--- src/rtl/mux_scan.sv ---
// mux_scan: N-channel data multiplexer with manual select and automatic scan.
//
// In manual mode (mode=0) the channel index follows sel, provided sel names a
// real channel. In scan mode (mode=1) the block stays on each channel for
// DWELL clock cycles and then steps to the next one, returning to channel 0
// after channel N-1. The hold input freezes scan progress.
//
// Ports:
//   clk     single clock; all state changes on the rising edge
//   rst_n   asynchronous, active-low reset
//   din     packed channel data; channel k is din[k*W +: W]
//   sel     manual channel select (used only when mode=0)
//   mode    0 = manual select, 1 = automatic scan
//   hold    freezes scan progress while mode=1; ignored in manual mode
//   dout    registered data of the current channel
//   ch      registered current channel index
//   ch_chg  one-cycle pulse in the cycle ch first shows a new value
//   wrap    one-cycle pulse in the cycle ch shows 0 after a scan step from N-1
module mux_scan #(
  parameter int N     = 4,
  parameter int W     = 16,
  parameter int DWELL = 500,
  localparam int SW   = (N > 2) ? $clog2(N) : 1,
  localparam int CW   = (DWELL > 1) ? $clog2(DWELL) : 1
) (
  input  logic           clk,
  input  logic           rst_n,
  input  logic [N*W-1:0] din,
  input  logic [SW-1:0]  sel,
  input  logic           mode,
  input  logic           hold,
  output logic [W-1:0]   dout,
  output logic [SW-1:0]  ch,
  output logic           ch_chg,
  output logic           wrap
);

  localparam logic [CW-1:0] CNT_LAST = CW'(DWELL - 1);
  localparam logic [SW-1:0] CH_LAST  = SW'(N - 1);
  localparam logic [SW:0]   N_EXT    = (SW + 1)'(N);

  logic [CW-1:0] cnt;
  logic [CW-1:0] cnt_next;
  logic [SW-1:0] ch_next;
  logic          step_wrap;
  logic          sel_valid;

  // sel is compared one bit wider so that a non-power-of-two N can reject
  // the unused codes without the compare collapsing to a constant.
  assign sel_valid = ({1'b0, sel} < N_EXT);

  // Next-state logic. The dwell counter defaults to zero, which covers
  // manual mode, the step edge, and leaving scan mode mid-dwell in one place.
  // In manual mode an out-of-range sel simply leaves ch where it is.
  always_comb begin
    cnt_next  = '0;
    ch_next   = ch;
    step_wrap = 1'b0;
    if (mode) begin
      if (hold) begin
        cnt_next = cnt;
      end else if (cnt == CNT_LAST) begin
        if (ch == CH_LAST) begin
          ch_next   = '0;
          step_wrap = 1'b1;
        end else begin
          ch_next = ch + 1'b1;
        end
      end else begin
        cnt_next = cnt + 1'b1;
      end
    end else if (sel_valid) begin
      ch_next = sel;
    end
  end

  // State and output registers. dout is taken from the channel selected by
  // the current (already registered) ch, so a channel change reaches dout one
  // cycle after it reaches ch. Both pulses are registered so they line up with
  // the cycle in which ch shows its new value.
  always_ff @(posedge clk or negedge rst_n) begin
    if (!rst_n) begin
      cnt    <= '0;
      ch     <= '0;
      dout   <= '0;
      ch_chg <= 1'b0;
      wrap   <= 1'b0;
    end else begin
      cnt    <= cnt_next;
      ch     <= ch_next;
      dout   <= din[int'(ch) * W +: W];
      ch_chg <= (ch_next != ch);
      wrap   <= step_wrap;
    end
  end

endmodule
--- config.mk ---
export PLATFORM = sky130hd
export DESIGN_NAME = mux_scan
export DESIGN_NICKNAME = d
export VERILOG_FILES = /design/src/rtl/mux_scan.sv
export SDC_FILE = /design/constraint.sdc
export NUM_CORES = 1
export LEC_CHECK = 0
export CORE_AREA = 2 2 67 69
export DETAILED_ROUTE_END_ITERATION = 10
export DIE_AREA = 0 0 69 71
export GPL_TIMING_DRIVEN = 0
export PLACE_DENSITY = 0.87
export SLEW_MARGIN = 20
export SYNTH_ARGS = -nofsm -noshare
export SYNTH_HDL_FRONTEND = slang
export SYNTH_SLANG_ARGS = --single-unit
--- constraint.sdc ---
create_clock -name clk -period 2.3 [get_ports clk]
set_clock_uncertainty 0.1 [all_clocks]
set_input_delay 0.46 -clock clk [delete_from_list [all_inputs] [get_ports clk]]
set_output_delay 0.46 -clock clk [all_outputs]
set_load 0.1 [all_outputs]
==> results.md <==
STA:
- The final setup slack of the worst path is roughly 0.19 ns.
- Across all hold checks on the routed design, the worst slack comes to 0.0867 ns.
- The maximum clock rate is 0.474 GHz.
- Setup repair after global routing left no endpoint under its margin.
- The worst-margin pin slew is 0.999 ns.
- The final number of hold-violating endpoints came to 0.
- The total setup violations reported at the end of the flow is 0.
- Measured against its own limit, the worst slew margin works out to 0.337.
- Setup total negative slack on the finished layout was measured at 0 ns.
- The final count of pins violating max slew is 0.
- The worst path needs ~2.1 ns of the cycle, external delays included.
- The post-route fraction of the period consumed by the critical path is 0.917.

Die:
- The initial standard-cell utilization of the core is 0.370.
- The area of the placeable core is roughly 0.0042 mm².
- The die is about 71 µm tall.
- The top-level port count is 90.
- The die covers 0.00490 mm².
- Measured along the x axis, the die boundary spans 69 µm.
- After floorplanning, the core was divided into 24 placement rows.

Synthesis:
- By count the netlist is led by dfrtp_1 (29), mux4_2 (16).
- The cell with the most instances after synthesis is dfrtp_1.
- A synthesized cell averages 13.6 µm².
- Of the total synthesized cell area, the portion taken by full adders, half adders and majority gates is 0.0161.
- In this run, synthesis produced a sequential element count of 29.
- The synthesized-area fraction occupied by and/or/nand/nor cells is 0.122.
- The share of flip-flops with an asynchronous set or reset is 1.00.
- For this run, the register share of the synthesized area comes to 0.467.
- The xor-xnor portion of the synthesized cell area is 0.0225.
- The multiplexer share of the synthesized area is 0.245.
- The number of synthesized flops with an enable pin is 0.
- The total nets after synthesis is about 190.
- The cell area after synthesis is 0.00156 mm².
- Of the post-synthesis cell area, the dominant cell type holds 0.467.
- The most used flip-flop cell after synthesis is dfrtp_1.
- The number of distinct library cells after synthesis is 35.
- By area, the combinational part of the netlist is dominated by multiplexers.
- The complex-gate fraction of the synthesized area is 0.0949.
- After technology mapping, the gate count stands at 114.
- The Yosys step of the flow raised 0 warnings.
- The biggest area consumer among synthesized cells is dfrtp_1.
- After synthesis, the cell types taking the most area are dfrtp_1 (47%), mux4_2 (23%), o31ai_1 (2.4%), or4_1 (2.4%), o31a_1 (1.7%).

Critical path:
- The nature of the critical path startpoint is a flop.
- The endpoint identified for the worst register-to-register timing path is ch[0].
- The required time at the endpoint of the critical path is 1.74 ns.
- The critical-path maximum fanout is 4.
- The most critical setup path has its startpoint at ch[0].
- The family with the most delay on the worst path is buffers and inverters.
- The critical path is of the reg -> out type.
- The cell at the slowest stage of the critical path is dlygate4sd2_1.
- The worst reg-to-reg path cell count is 4.
- In this run the critical register-to-register path is launched from ch[0].
- Traced cell by cell, the critical path runs through dlygate4sd2_1.
- On the worst path, the slowest cell contributes a delay of 0.87 ns.
- The arrival time reported for the critical path endpoint is 1.55 ns.
- Setup slack on the worst reg-to-reg path comes out at 0.42 ns.
- The endpoint type of the worst setup path is an output port.
- The buffer and inverter count on the worst path is 1.

Clocking:
- The H-tree was split into 2 levels.
- The CTS sink count is 29.
- The maximum root-to-sink buffer count is 2.
- The hold buffer count at CTS is 0.
- The buffer cell driving the clock tree root is clkbuf_8.
- The clock tree from TritonCTS is done.
- Counting the buffers created by CTS gives 5.
- The register clock-pin slew on the reported worst setup and hold paths is 0.07 ns.
- The clock latency at the later pin of the worst-skew pair is 0.30 ns.

Routing:
- The total iterations of the first detailed-routing run is 4.
- After detailed routing, the number of remaining DRC violations is 0.
- The uppermost layer routed is met4.
- The count of nets left with antenna violations once routing finished came out at 0.
- The met3 layer wire length in the routed design is around 260 µm.
- The detailed-route wire length is roughly 4300 µm.
- In the final routed layout, each cell accounts on average for between 15 and 20 µm.
- The sum of routed wire segments on met1 is 1630 µm.
- The detail-routed via count per cell is 5.15.
- The iteration-0 DRC count of the detailed router is 57.
- The amount of wire on met2 after detailed routing is 2300 µm.
- Across all layers, the routed design uses 1,350 vias.

Worst hold path:
- In this run the worst hold path is classified as in -> async.

Global routing:
- The initial antenna violation count was 0.
- The first-pass GRT wire length is about 6900 µm.
- In the global route stage, overall resource usage came out at 0.186.
- The number of global-route vias before repair is between 1,000 and 1,500.
- For this run the aggregate overflow at the end of global routing stands at 0.
- Entering global routing, the biggest net connects 30 pins.

Power:
- The worst ir drop on vdd is 0.000426 V.
- For this design the ratio of total power to cell area is 665 mW/mm².
- For this design the static power due to leakage is between 1 and 1.5 nW.
- The design draws approximately 1.7 mW.

Status:
- The flow ran to the end, and the final reports show no timing, DRC or antenna violations.

Cells and area:
- 0 antenna diodes ended up in the layout.
- Once layout is complete, the utilization of the core stands at 0.614.
- The layout net count is 281.
- In the final layout, the share of cells above drive strength 1 is 0.171.
- Once layout is complete, the cells apart from fillers number ~260.
- The post-route standard cell area excluding fillers is between 0.002 and 0.003 mm².
- The area growth from synthesis to layout is 66.1%.

Place:
- The final weighted congestion of routability-driven global placement is 0.761.
- The post-detailed-placement cell area is 0.00250 mm².
- The setup slack after placement is 0.108 ns.
- The number of placed instances with taps included is 254.
- The half-perimeter wire length after placement is 3380 µm.
- The quantity of I/O buffers inserted on ports is a little under 90.

Run:
- Max-cap violations in this run came to 0.
worst max-delay path by stage:
stage | to | slack (ns) | cells past startpoint
floorplan | ch[0] | 0.19 | 4
global placement | ch[0] | 0.08 | 1
detailed placement | ch[0] | 0.11 | 5
CTS | dout[4] | 0.0002 | 1
global route | ch[0] | 0.17 | 1
finish | ch[0] | 0.19 | 1
cell type report:
class / instances / area (µm²)
Buffer: 8 / 36.3
Tap cell: 52 / 65.1
Clock buffer: 7 / 96.3
Clock inverter: 1 / 5.00
Timing Repair Buffer: 88 / 858
Fill cell: 351 / 1620
Multi-Input combinational cell: 73 / 778
Inverter: 4 / 15.0
Sequential cell: 29 / 728
sequential cells by signal, summed over array words and instances (netlist names):
name / count
wrap: 1
dout: 16
ch: 2
ch_chg: 1
cnt: 9
worst register-to-register path, cell delays in order (launching register included):
cell,delay (ns)
dfrtp_2,0.42
ha_1,0.21
or4b_1,0.50
or4_1,0.40
a31oi_1,0.17
layout by cell type (no fill, tap or decap), types with 2 or more instances in the layout:
master	Yosys	layout
a21oi_1	3	3
a31oi_1	2	2
buf_2	5	6
clkbuf_1	2	2
clkbuf_8	0	7
clkdlybuf4s50_1	0	67
dfrtp_1	29	27
dfrtp_2	0	2
dlygate4sd2_1	0	18
dlymetal6s2s_1	0	2
ha_1	2	2
inv_1	4	4
mux2i_1	2	2
mux4_2	16	16
nand2_1	3	3
nand3_1	2	2
nor2_1	5	5
nor3b_1	2	2
nor4_1	3	3
o21ai_0	2	2
o31a_1	3	3
o31ai_1	5	5
or4_1	5	5
xor2_1	3	3
cells by family after synthesis:
kind of cell / Yosys count
mux: 18
fa+ha+maj: 2
flops: 29
xor+xnor: 4
compound gates: 19
buf+inv: 12
simple gates: 30
where the power goes:
group          internal [mW]  leakage [nW]  total [mW]  switching [mW]
Combinational          0.228         0.642       0.672           0.444
Clock                  0.270        0.0542       0.468           0.198
Sequential             0.558         0.357       0.576          0.0183
metal layers:
metal	global-route usage	vias up
li1	-	635
met1	0.215	656
met2	0.318	52
met3	0.0627	7
met4	0.0784	0
met5	0	-
what timing repair did:
item	CTS	global route
resized for setup	18	2
buffers inserted	0	0
setup endpoints to repair	18	2
(Power assumes the default switching activity.)
